`config.mk`:
```
export PLATFORM = sky130hd
export DESIGN_NAME = ysyx_24090018_pc_gen
export DESIGN_NICKNAME = d
export VERILOG_FILES = /design/src/rtl/ysyx_24090018_pc_gen.sv
export SDC_FILE = /design/constraint.sdc
export NUM_CORES = 1
export LEC_CHECK = 0
export ABC_AREA = 1
export BUFFER_PORTS_ARGS = -buffer_cell sky130_fd_sc_hd__buf_2
export CORE_MARGIN = 4
export CORE_UTILIZATION = 35
export CTS_BUF_LIST = sky130_fd_sc_hd__clkbuf_2
export CTS_CLUSTER_SIZE = 30
export DETAILED_ROUTE_END_ITERATION = 8
export PLACE_DENSITY = 0.6
export SYNTH_ARGS = -nofsm -noshare
export SYNTH_HDL_FRONTEND = slang
export SYNTH_SLANG_ARGS = --single-unit
```
`constraint.sdc`:
```
create_clock -name clk -period 3.59 [get_ports clk]
set_input_delay 0.359 -clock clk [delete_from_list [all_inputs] [get_ports clk]]
set_output_delay 0.359 -clock clk [all_outputs]
set_load 0.01 [all_outputs]
```
`src/rtl/ysyx_24090018_pc_gen.sv`:
```
// Fetch-stage PC generator: issues fetch addresses over valid/ready and handles redirects, traps and stalls.
// Optional target-alignment checking is enabled by defining YSYX_24090018_PC_ALIGN_CHECK_EN.
module ysyx_24090018_pc_gen #(
  parameter int unsigned ADDR_WIDTH = 32,
  parameter logic [31:0] RESET_PC   = 32'h8000_0000,
  parameter int unsigned INST_BYTES = 4
) (
  input  logic                  clk,
  input  logic                  rst,
  input  logic                  stall_i,
  input  logic                  redirect_valid_i,
  input  logic [ADDR_WIDTH-1:0] redirect_pc_i,
  input  logic                  trap_valid_i,
  input  logic [ADDR_WIDTH-1:0] trap_pc_i,
  output logic                  pc_valid_o,
  input  logic                  pc_ready_i,
  output logic [ADDR_WIDTH-1:0] pc_o,
  output logic                  misalign_o
);

  localparam logic [ADDR_WIDTH-1:0] RST_PC  = ADDR_WIDTH'(RESET_PC);
  localparam logic [ADDR_WIDTH-1:0] PC_STEP = ADDR_WIDTH'(INST_BYTES);

  typedef enum logic [1:0] {
    BOOT  = 2'd0,
    ISSUE = 2'd1,
    HOLD  = 2'd2
  } state_e;

  state_e                  state_q, state_d;
  logic [ADDR_WIDTH-1:0]   pc_q, pc_d;
  logic                    pend_trap_q, pend_trap_d;
  logic                    pend_redir_q, pend_redir_d;
  logic [ADDR_WIDTH-1:0]   pend_trap_pc_q, pend_trap_pc_d;
  logic [ADDR_WIDTH-1:0]   pend_redir_pc_q, pend_redir_pc_d;
  logic                    fire;
  logic                    trap_ok;
  logic                    redir_ok;

`ifdef YSYX_24090018_PC_ALIGN_CHECK_EN
  localparam logic [ADDR_WIDTH-1:0] ALIGN_MASK = ADDR_WIDTH'(INST_BYTES - 1);

  function automatic logic is_aligned(input logic [ADDR_WIDTH-1:0] addr);
    return (addr & ALIGN_MASK) == '0;
  endfunction

  logic misalign_q, misalign_d;

  // A misaligned trap is dropped but still suppresses a same-cycle redirect.
  assign trap_ok    = trap_valid_i && is_aligned(trap_pc_i);
  assign redir_ok   = redirect_valid_i && !trap_valid_i && is_aligned(redirect_pc_i);
  assign misalign_d = (state_q != BOOT) &&
                      ((trap_valid_i && !is_aligned(trap_pc_i)) ||
                       (redirect_valid_i && !trap_valid_i && !is_aligned(redirect_pc_i)));

  always_ff @(posedge clk or posedge rst) begin
    if (rst) misalign_q <= 1'b0;
    else     misalign_q <= misalign_d;
  end

  assign misalign_o = misalign_q;
`else
  assign trap_ok    = trap_valid_i;
  assign redir_ok   = redirect_valid_i && !trap_valid_i;
  assign misalign_o = 1'b0;
`endif

  assign pc_valid_o = (state_q == ISSUE);
  assign fire       = pc_valid_o && pc_ready_i;
  assign pc_o       = pc_q;

  always_comb begin
    state_d         = state_q;
    pc_d            = pc_q;
    pend_trap_d     = pend_trap_q;
    pend_redir_d    = pend_redir_q;
    pend_trap_pc_d  = pend_trap_pc_q;
    pend_redir_pc_d = pend_redir_pc_q;
    unique case (state_q)
      BOOT: state_d = ISSUE;
      ISSUE: begin
        if (fire) begin
          if (pend_trap_q)       pc_d = pend_trap_pc_q;
          else if (pend_redir_q) pc_d = pend_redir_pc_q;
          else if (trap_ok)      pc_d = trap_pc_i;
          else if (redir_ok)     pc_d = redirect_pc_i;
          else                   pc_d = pc_q + PC_STEP;
          pend_trap_d  = 1'b0;
          pend_redir_d = 1'b0;
          state_d      = stall_i ? HOLD : ISSUE;
        end else if (trap_ok) begin
          pend_trap_d    = 1'b1;
          pend_trap_pc_d = trap_pc_i;
          pend_redir_d   = 1'b0;
        end else if (redir_ok && !pend_trap_q) begin
          // Later redirects overwrite earlier buffered ones.
          pend_redir_d    = 1'b1;
          pend_redir_pc_d = redirect_pc_i;
        end
      end
      HOLD: begin
        if (trap_ok)       pc_d = trap_pc_i;
        else if (redir_ok) pc_d = redirect_pc_i;
        if (!stall_i) state_d = ISSUE;
      end
      default: state_d = BOOT;
    endcase
  end

  always_ff @(posedge clk or posedge rst) begin
    if (rst) begin
      state_q      <= BOOT;
      pc_q         <= RST_PC;
      pend_trap_q  <= 1'b0;
      pend_redir_q <= 1'b0;
    end else begin
      state_q      <= state_d;
      pc_q         <= pc_d;
      pend_trap_q  <= pend_trap_d;
      pend_redir_q <= pend_redir_d;
    end
  end

  // Target buffers are only meaningful while their pending flag is set.
  always_ff @(posedge clk) begin
    pend_trap_pc_q  <= pend_trap_pc_d;
    pend_redir_pc_q <= pend_redir_pc_d;
  end

endmodule

```
* After elaboration in Yosys (flattened, before gate mapping)
Cells that the tools add are included.
W data, S select, Z words.
** Operators by class
- Shift operators :: 0
- Multipliers :: 0
- Reductions and logical operators :: 15
- Add/sub/neg operators :: 1
- Mux-type cells :: 17
- Order comparisons :: 0
- Equality and inequality tests :: 5
- Bitwise operators :: 2
- Divide/modulo/power cells :: 0
** Operators with widths (number)
- $mux W32 :: 7
- $pmux W32 S2 :: 1
- $add A32 B3 Y32 const B :: 1
- $mux W2 :: 3
- $pmux W2 S3 :: 1
- $reduce_and A2 Y1 :: 3
- $reduce_and A3 Y1 :: 2
- $mux W1 :: 5
- $reduce_and A4 Y1 :: 1
- $reduce_bool A2 Y1 :: 2
- $logic_and A1 B1 Y1 :: 3
- $ne A3 B3 Y1 const B :: 1
- $reduce_bool A3 Y1 :: 1
- $eq A2 B1 Y1 const B :: 1
- $eq A2 B2 Y1 const B :: 1
- $logic_not A1 Y1 :: 2
- $logic_not A2 Y1 :: 1
- $ne A2 B1 Y1 const B :: 1
- $ne A2 B2 Y1 const B :: 1
- $not A1 Y1 :: 2
** Storage, ports and cells
- Logic and storage cells :: 46
- Memory bits (read-only) :: 0
- Bits in latches :: 0
- Bits in writable memories :: 0
- Memories :: 0
- Register bits :: 100
- Bits of input ports :: 70

* Depth between registers and ports, before layout
Gate-level depths: netlist of the first run.
- Depth after elaboration :: 8
- Mapped depth :: 11

* Worst setup path before layout of the first run
OpenSTA, ideal clock, no wires.
- Path kind :: reg-to-reg
- From :: register state_q[1]
- To :: register pend_trap_pc_q[0] (enable)
- Data arrival time :: 2498 ps
- Cell stages (with the launch flop) :: 7
- Path buffers :: 0
- Setup slack :: 671 ps
- Cells stage by stage :: dfrtp_1 > inv_1 > ha_1 > inv_1 > nor2_1 > inv_1 > nor2_1
** Between the ends
- Longest elaborated chain between the ends :: 4
** RTL lines
- start: declaration :: RTL line 30 : state_e state_q, state_d;
- start signal: assignment :: RTL line 117 : state_q <= state_d;
- $eq A2 B1 Y1 (*) :: RTL line 68 : assign pc_valid_o = (state_q == ISSUE);
- named net pc_valid_o :: RTL line 15 : output logic pc_valid_o,
- $logic_and A1 B1 Y1 :: RTL line 69 : assign fire = pc_valid_o && pc_ready_i;
- $not A1 Y1 (no line)
- $reduce_and A3 Y1 (no line) (*)
- end signal: assignment :: RTL line 126 : pend_trap_pc_q <= pend_trap_pc_d;
- end: declaration :: RTL line 34 : logic [ADDR_WIDTH-1:0] pend_trap_pc_q, pend_trap_pc_d;
Mark *: on every way through the listed nets, which the timed path passes. The rest lies on a longest branch.
A chain may end at the register's enable or synchronous reset.

* Final worst setup path of the first run
- From :: register state_q[0]
- To :: register pc_q[18] (netlist: pc_o[18])
** Between the ends
- Longest elaborated chain between the ends :: 4
** RTL lines
- $eq A2 B1 Y1 :: RTL line 68, 79
- $logic_and A1 B1 Y1 :: RTL line 69
- $ne A2 B1 Y1 (no line)
- $reduce_and A3 Y1 (no line)
- end signal: assignment :: RTL line 118 : pc_q <= pc_d;
- end: declaration :: RTL line 31 : logic [ADDR_WIDTH-1:0] pc_q, pc_d;
Several ways; a longest one is shown, not always the timed one.

==> results of run 1 <==
path summary, 6_finish.rpt:
kind	startpoint	end	slack, ps	depth (start not counted)
max in group asynchronous	rst	state_q[1]$_DFFE_PP0P_	2850	4
hold reg to reg	pc_o[31]$_DFFE_PP1P_	pc_o[31]$_DFFE_PP1P_	570	2
hold / removal	redirect_valid_i	pend_redir_q$_DFFE_PP0P_	170	3
min in group asynchronous	rst	pc_o[8]$_DFFE_PP0P_	340	4
setup reg to reg	state_q[0]$_DFFE_PP0P_	pc_o[18]$_DFFE_PP0P_	1100	10
setup / recovery	state_q[0]$_DFFE_PP0P_	pc_o[18]$_DFFE_PP0P_	1100	10
through the flow:
step	std cells	cell area, um^2	hold WS, ps	power, W
after floorplan	602	5440	458	0.00347
after global placement	878	6130	517	0.00427
after detailed placement	878	6130	523	0.00431
after CTS	961	6940	121	0.00500
after global routing	962	6940	155	0.00536
final	962	6940	165	0.00500
placed cells by master (no fill, tap or decap), drive strengths merged:
cell,n
nand2,139
buf,114
dlygate4sd3,67
edfxtp,64
nor2,62
inv,53
o21ai,41
nand3,39
a21oi,35
dfrtp,35
a31oi,13
mux2i,13
a211oi,12
o221ai,12
nor3,12
clkbuf,10
o22ai,8
nand4,7
o2111ai,7
xor2,5
a22oi,5
ha,5
xnor2,3
clkinvlp,2
bufinv,2
diode,1
o211ai,1
and2,1
a2111oi,1
o31ai,1
a221oi,1
conb,1
clkinv,1
dfstp,1
state kept, by name, summed over array words and instances (netlist names):
name / flops
pend_trap_q: 1
pc_o: 32
pend_redir_q: 1
pend_trap_pc_q: 32
pend_redir_pc_q: 32
state_q: 2
per-layer routing:
metal | wire [um] | vias up | GRT usage (%)
met4 | 278 | 0 | 5.72
met3 | 1070 | 23 | 3.16
met2 | 7820 | 225 | 30.8
li1 | - | 2449 | -
met1 | 7760 | 2482 | 26.6
met5 | 0 | - | 0
worst max-delay path, stage by stage, from the launching register on:
cell	delay [ps]
dfrtp_1	460
inv_1	120
ha_1	400
inv_4	180
nor2_2	220
nor2_1	60
nand2_1	210
buf_4	290
nor2_1	170
a211oi_1	240
a21oi_1	60
Yosys cell counts, types with 2 or more instances:
master       n
ha_1         5
a22oi_1      5
inv_1       49
buf_6        2
nand2_1    137
clkbuf_1     4
a31oi_1     13
o21ai_1     10
edfxtp_1    64
nor2_4       4
nor2_1      54
xor2_1       5
mux2i_1     13
xnor2_1      3
a211oi_1    12
o221ai_1    11
nor3_2       3
buf_2       16
a21oi_1     35
nand3_1     38
o21ai_0     30
buf_4        4
o2111ai_1    7
nor2_2       3
nor3_1       8
o22ai_1      8
dfrtp_1     35
nand4_1      7
inv_2        2
timing repair:
action,CTS,global route
hold buffers,67,0
buffers inserted,0,0
setup endpoints to repair,0,0
endpoints found under the hold margin,101,0
gates resized for setup,0,0
report_power, final:
part           internal [W]  total (W)  switching, W
combinational      0.000891    0.00250       0.00161
clock              0.000234   0.000633      0.000400
sequential          0.00152    0.00186      0.000340
final cells by class:
cell class	instances	area, um^2	area share (%)
diodes	1	2.50	0.0360
clock buffers	10	50.0	0.721
clock inverters	6	88.8	1.28
inverters	52	198	2.85
multi-input cells	424	2270	32.8
flip-flops and latches	100	2820	40.7
well taps	188	235	3.39
repair buffers	181	1270	18.3
logic make-up (layout without fill, tap and decap cells):
kind of cell             count (synthesis)  after routing
AO/OA/AOI/OAI                          137            137
other                                    1              2
XOR/XNOR                                 8              8
adder cells (fa/ha/maj)                  5              5
AND/OR/NAND/NOR                        260            260
multiplexers                            13             13
flip-flops                             100            100
buffers and inverters                   78            249
==> results by group, run 1 <==
Setup path
  • Arr. time, crit path: approximately 3000 ps
  • Required time of the critical path: about 4000 ps
  • Critical Path Fanout Max: 19
  • Setup crit end kind: register
  • Crit start category: register
  • Class of the most critical setup path: register to register

Floorplan
  • Core Area: 15,200 um^2
  • I/O pin total: 104
  • Die area: 17,600 um^2
  • Die Ht: 133 um
  • Number of standard-cell rows in the floorplan: 45
  • Die width: 133 um
  • Initial Utilization: 35.8%

Min path
  • HP Class: primary input to register

Global routing
  • Largest net degree at the start of global routing: 37
  • Leftover overflow at the end of global routing: 0
  • Wire length of the first global-routing pass: 26.8 mm
  • Antenna violations before repair: 1
  • Overall Global Routing Usage: 19.1%
  • Number of global-route vias before repair: between 5,000 and 6,000

Synth
  • Adder and majority cell fraction of the synthesized area: 1.15%
  • Cell area after technology mapping: about 5400 um^2
  • Combinational family with the most area after synthesis: simple AND/OR/NAND/NOR gates
  • Fraction of the yosys area taken by sequential cells: 51.9%
  • Post-synth top area cell: edfxtp_1
  • Compound-cell area share of the yosys netlist: 15.6%
  • Yosys top cell area share: 35.3%
  • Number of cells produced by synthesis: 602
  • Simple-gate portion of the synthesized area: roughly a fifth
  • Share of synthesized area spent on multiplexers: under 10%
  • Proportion of register bits with asynchronous set or reset after synthesis: 36.0%
  • Syn_area_per_cell: about 9 um^2
  • Number of flops mapped to enable cells by yosys: 64
  • Net count of the mapped netlist: a little under 700
  • Post-synthesis sequential element count: 100
  • Top FF cell, synth: edfxtp_1
  • Warnings from Yosys: 0
  • Xor-xnor portion of the synthesized cell area: under 10%
  • Distinct cell type count of the synthesized netlist: 44
  • Area contributors post-synth: edfxtp_1, dfrtp_1, nand2_1

Detailed routing
  • Final wirelength: 16.9 mm
  • Average via count per standard cell: 5.38
  • Wire length per cell after detailed routing: 17.6 um
  • Pre-antenna DRT Iters: 4
  • DRC violations left: 0
  • Via total after detailed routing: just over 5,000
  • Antenna Violating Nets Remaining: 0
  • DRC violation total after the first TritonRoute iteration: ~400

Clocking
  • Number of sinks driven by the clock tree: 100
  • Maximum root-to-sink buffer count: 2
  • Clock tree from TritonCTS: yes
  • Htree depth: 3
  • CTS root buffer: clkbuf_2
  • Clock buffers created by TritonCTS: 9
  • Clock-pin transition on the worst setup and hold timing paths: ~270 ps
  • Worst skew pair latency: roughly 620 ps

STA
  • Slew HR: 51.2%
  • Worst slew pin tran: 731 ps
  • Final min period: 2490 ps
  • RSZ-0062 raised after global routing: no
  • Final setup TNS: 0 ps
  • Max-slew violation total from the final report: 0
  • Maximum operating frequency: 402 MHz
  • Final cycle utilization of the critical path: 69.3%
  • Fin Clk Skew: 42.2 ps
  • Total setup violations reported at the end of the flow: 0
  • Crit path setup slack, layout: 1100 ps
  • Hold Fails Final Rpt: 0

Place
  • HPWL after detailed placement: 12.6 mm
  • Placer congestion estimate: about 0.96
  • Setup Slack @ Placement: 1130 ps
  • Input/output buffers: approximately 100

Power and ir drop
  • Worst supply voltage drop on vdd: 0.304 mV
  • Power Dens Cells: between 700 and 800 nW/um^2
  • Leakage power: around 2.9 nW

Run
  • Max-cap viol count: 0

Run status
  • Outcome: completed

Layout
  • Layout cell share with drive strength beyond 1: 19.8%
  • Final #Nets: 843
  • # fillers: 1,495
  • Synth-to-Final Area Change: 27.7%
  • Fin util: 45.7%
Note: power is estimated with default switching activity, not from simulation.
==> run 2: changes to the inputs <==
--- a/config.mk
+++ b/config.mk
@@ -5,7 +5,7 @@
 export SDC_FILE = /design/constraint.sdc
 export NUM_CORES = 1
 export LEC_CHECK = 0
-export ABC_AREA = 1
+export ABC_AREA = 0
 export BUFFER_PORTS_ARGS = -buffer_cell sky130_fd_sc_hd__buf_2
 export CORE_MARGIN = 4
 export CORE_UTILIZATION = 35
==> constraint.sdc (replaced) <==
create_clock -name clk -period 2.5 [get_ports clk]
set_input_delay 0.25 -clock clk [delete_from_list [all_inputs] [get_ports clk]]
set_output_delay 0.25 -clock clk [all_outputs]
set_load 0.01 [all_outputs]
==> run 2 against run 1 <==
Cell area grew 3.8%; non-clock buffer count up 18; die area grew 1.3%; critical path type unchanged; highest routed layer unchanged.
==> results by group, run 2 <==
Run status
  • Outcome: completed

STA
  • Final min period: 2360 ps (-128 ps)
  • Max-slew violation total from the final report: 0 (unchanged)
  • RSZ-0062 raised after global routing: no
  • Final setup TNS: 0 ps (unchanged)
  • Worst hold-check slack: 153 ps (-12.3 ps)
  • Worst slew pin tran: 657 ps (-73.8 ps)
  • Total setup violations reported at the end of the flow: 0 (unchanged)
  • Hold Fails Final Rpt: 0 (unchanged)
  • Final cycle utilization of the critical path: 94.3% (+25 points)
  • Fin Clk Skew: 38.2 ps (-3.95 ps)
  • Slew HR: 56.2% (+5.0 points)
  • Maximum operating frequency: 424 MHz (+5.4%)

Place
  • Placer congestion estimate: 0.871 (-8.9%)
  • HPWL after detailed placement: 12.9 mm (+2.8%)
  • Input/output buffers: 102 (unchanged)
  • Total placed cells including tap cells: 825 (-6.0%)

Detailed routing
  • Average via count per standard cell: 5.73 (+6.5%)
  • Via total after detailed routing: 5,210 (+0.60%)
  • Wire length per cell after detailed routing: 20.2 um (+15%)
  • Pre-antenna DRT Iters: 5 (+1)
  • DRC violation total after the first TritonRoute iteration: 473 (+17%)
  • DRC violations left: 0 (unchanged)
  • Antenna Violating Nets Remaining: 0 (unchanged)
  • Final wirelength: 18.3 mm (+8.3%)

Floorplan
  • Die area: 17,800 um^2 (+1.3%)
  • I/O pin total: 104 (unchanged)
  • Initial Utilization: 36.0% (+0.21 points)
  • Die Ht: 133 um (+0.63%)
  • Core Area: 15,300 um^2 (+0.74%)
  • Die width: 133 um (+0.63%)
  • Number of standard-cell rows in the floorplan: 45 (unchanged)

Setup path
  • Crit start category: register
  • Combined buffer and inverter count along the critical path: 0 (-3)
  • Maximum single-stage delay on the critical path: 570 ps (+110 ps)
  • Required time of the critical path: 3050 ps (-1060 ps)
  • Setup crit end kind: register
  • Critical Path Fanout Max: 6 (-13)
  • Arr. time, crit path: 2900 ps (-110 ps)
  • Cell breakdown of the critical path: ha_1 -> and3_2 -> nand4_4 -> or4_4 -> a21o_1 -> a22o_1
  • Top cell family by delay on the critical path: simple AND/OR/NAND/NOR gates
  • Class of the most critical setup path: register to register
  • Slowest library cell on the worst path: or4_4

Synth
  • Number of cells produced by synthesis: 519 (-14%)
  • Top FF cell, synth: edfxtp_1
  • Number of flops mapped to enable cells by yosys: 64 (unchanged)
  • Fraction of the yosys area taken by sequential cells: 51.2% (-0.68 points)
  • Warnings from Yosys: 0 (unchanged)
  • Net count of the mapped netlist: 594 (-12%)
  • Distinct cell type count of the synthesized netlist: 76 (+73%)
  • Most common library cells after synthesis: edfxtp_1, nand2_1, a21oi_1, o21ai_0, dfrtp_1
  • Cell area after technology mapping: 5510 um^2 (+1.3%)
  • Post-synthesis sequential element count: 100 (unchanged)
  • Post-synth top area cell: edfxtp_1
  • Most numerous cell in the Yosys netlist: edfxtp_1
  • Area contributors post-synth: edfxtp_1, dfrtp_1, mux2i_1
  • Syn_area_per_cell: 10.6 um^2 (+18%)
  • Yosys top cell area share: 34.9% (-0.47 points)
  • Proportion of register bits with asynchronous set or reset after synthesis: 36.0% (unchanged)

Layout
  • Synth-to-Final Area Change: 30.8%
  • Fin util: 47.1% (+1.4 points)
  • Most common library cell in the layout ignoring fill and taps: buf_2
  • Layout cell share with drive strength beyond 1: 25.1% (+5.3 points)
  • Non-filler cells in the finished layout: 909 (-5.5%)
  • Most frequent cells in the layout: buf_2, dlygate4sd3_1, edfxtp_1
  • Final #Nets: 767 (-9.0%)

Global routing
  • Wire length of the first global-routing pass: 28.5 mm (+6.6%)
  • Antenna violations before repair: 1 (unchanged)
  • Leftover overflow at the end of global routing: 0 (unchanged)
  • Largest net degree at the start of global routing: 39 (+5.4%)
  • Number of global-route vias before repair: 5,210 (+3.8%)
  • Overall Global Routing Usage: 20.5% (+1.4 points)

Run
  • Max-cap viol count: 0 (unchanged)

Power and ir drop
  • Power Dens Cells: 1000 nW/um^2 (+39%)
  • Leakage power: 2.77 nW (-4.6%)
  • Worst supply voltage drop on vdd: 0.284 mV (-6.5%)

Clocking
  • Number of sinks driven by the clock tree: 100 (unchanged)
  • Clock buffers created by TritonCTS: 9 (unchanged)
  • Worst skew pair latency: 650 ps (+30 ps)
  • Clock tree from TritonCTS: yes
  • CTS root buffer: clkbuf_2
  • Maximum root-to-sink buffer count: 2 (unchanged)
  • Clock-pin transition on the worst setup and hold timing paths: 280 ps (about the same)
  • Htree depth: 3 (unchanged)
  • Number of post-CTS setup repair buffers: 0 (unchanged)

Min path
  • HP Class: primary input to register
run 2: cell types whose count changed after synthesis, sizes merged, moves of 7 or more:
cell / previous run / this run
nand2b: 0 / 7
nand4: 7 / 16
nand3: 39 / 19
clkbuf: 4 / 19
nor4: 0 / 7
o22ai: 8 / 16
o221ai: 12 / 5
nor2: 62 / 22
and3: 0 / 8
inv: 52 / 15
nand2: 139 / 38
mux2: 0 / 8
mux2i: 13 / 25
run 2: metrics by stage:
step | instance area [um^2] | worst slack, ps | power [W]
6_report | 7210 | 141 | 0.00722
5_1_grt | 7210 | 49.7 | 0.00768
4_1_cts | 7200 | 176 | 0.00721
3_5_place_dp | 6390 | 232 | 0.00621
3_3_place_gp | 6390 | 247 | 0.00615
2_1_floorplan | 5530 | 5.15 | 0.00486
run 2: final cells by class:
type / instances / area (um^2)
sequential: 100 / 2820
inverter: 15 / 56.3
timing repair buffer: 199 / 1430
tap: 211 / 264
antenna: 1 / 2.50
clock inverter: 6 / 88.8
clock buffer: 10 / 50.0
multi-input combinational: 367 / 2490
fill: 1460 / 8110
run 2: path summary, 6_finish.rpt:
kind                                                end  slack (ps)           startpoint  cells after the start
worst max-delay path               pc_o[28]$_DFFE_PP0P_         140  pc_o[3]$_DFFE_PP0P_                      6
worst min-delay path            pend_trap_q$_DFFE_PP0P_         150         trap_valid_i                      4
worst max register to register     pc_o[28]$_DFFE_PP0P_         140  pc_o[3]$_DFFE_PP0P_                      6
worst min register to register      pc_o[1]$_DFFE_PP0P_         570  pc_o[1]$_DFFE_PP0P_                      1
max in group asynchronous          pc_o[31]$_DFFE_PP1P_        1850                  rst                      4
min in group asynchronous          pc_o[27]$_DFFE_PP0P_         240                  rst                      4
run 2: cells by family after synthesis:
logic type	share of synthesized area [%]
flip-flops	51.2
buffers and inverters	4.09
other	0.0680
XOR/XNOR	0.318
AO/OA/AOI/OAI	22.4
adder cells (fa/ha/maj)	1.14
AND/OR/NAND/NOR	14.6
multiplexers	6.17
run 2: metal layers:
| layer | share of wire, % | global-route usage [%] | vias to the layer above | routed length (um) |
|---|---|---|---|---|
| met5 | 0 | 0 | - | 0 |
| met4 | 2.7 | 8.40 | 0 | 493 |
| met3 | 5.8 | 3.81 | 38 | 1070 |
| met2 | 45 | 31.6 | 220 | 8310 |
| met1 | 46 | 28.5 | 2546 | 8460 |
| li1 | - | - | 2406 | - |
run 2: worst reg2reg max path, delay by kind of cell, from the launching register on:
kind	cells	cell delay [ps]
and+or+nand+nor	3	1050
adders and majority gates	1	340
AOI/OAI and AO/OA	2	360
DFF	1	530
run 2: power breakdown:
part | switching (W) | internal, W
combinational | 0.00209 | 0.00147
clock | 0.000583 | 0.000333
sequential | 0.000572 | 0.00217
run 2: what timing repair did:
item | in CTS | in global routing
setup endpoints to repair | 0 | 0
gates resized for setup | 0 | 0
hold endpoints to repair | 105 | 0
hold buffers | 67 | 0
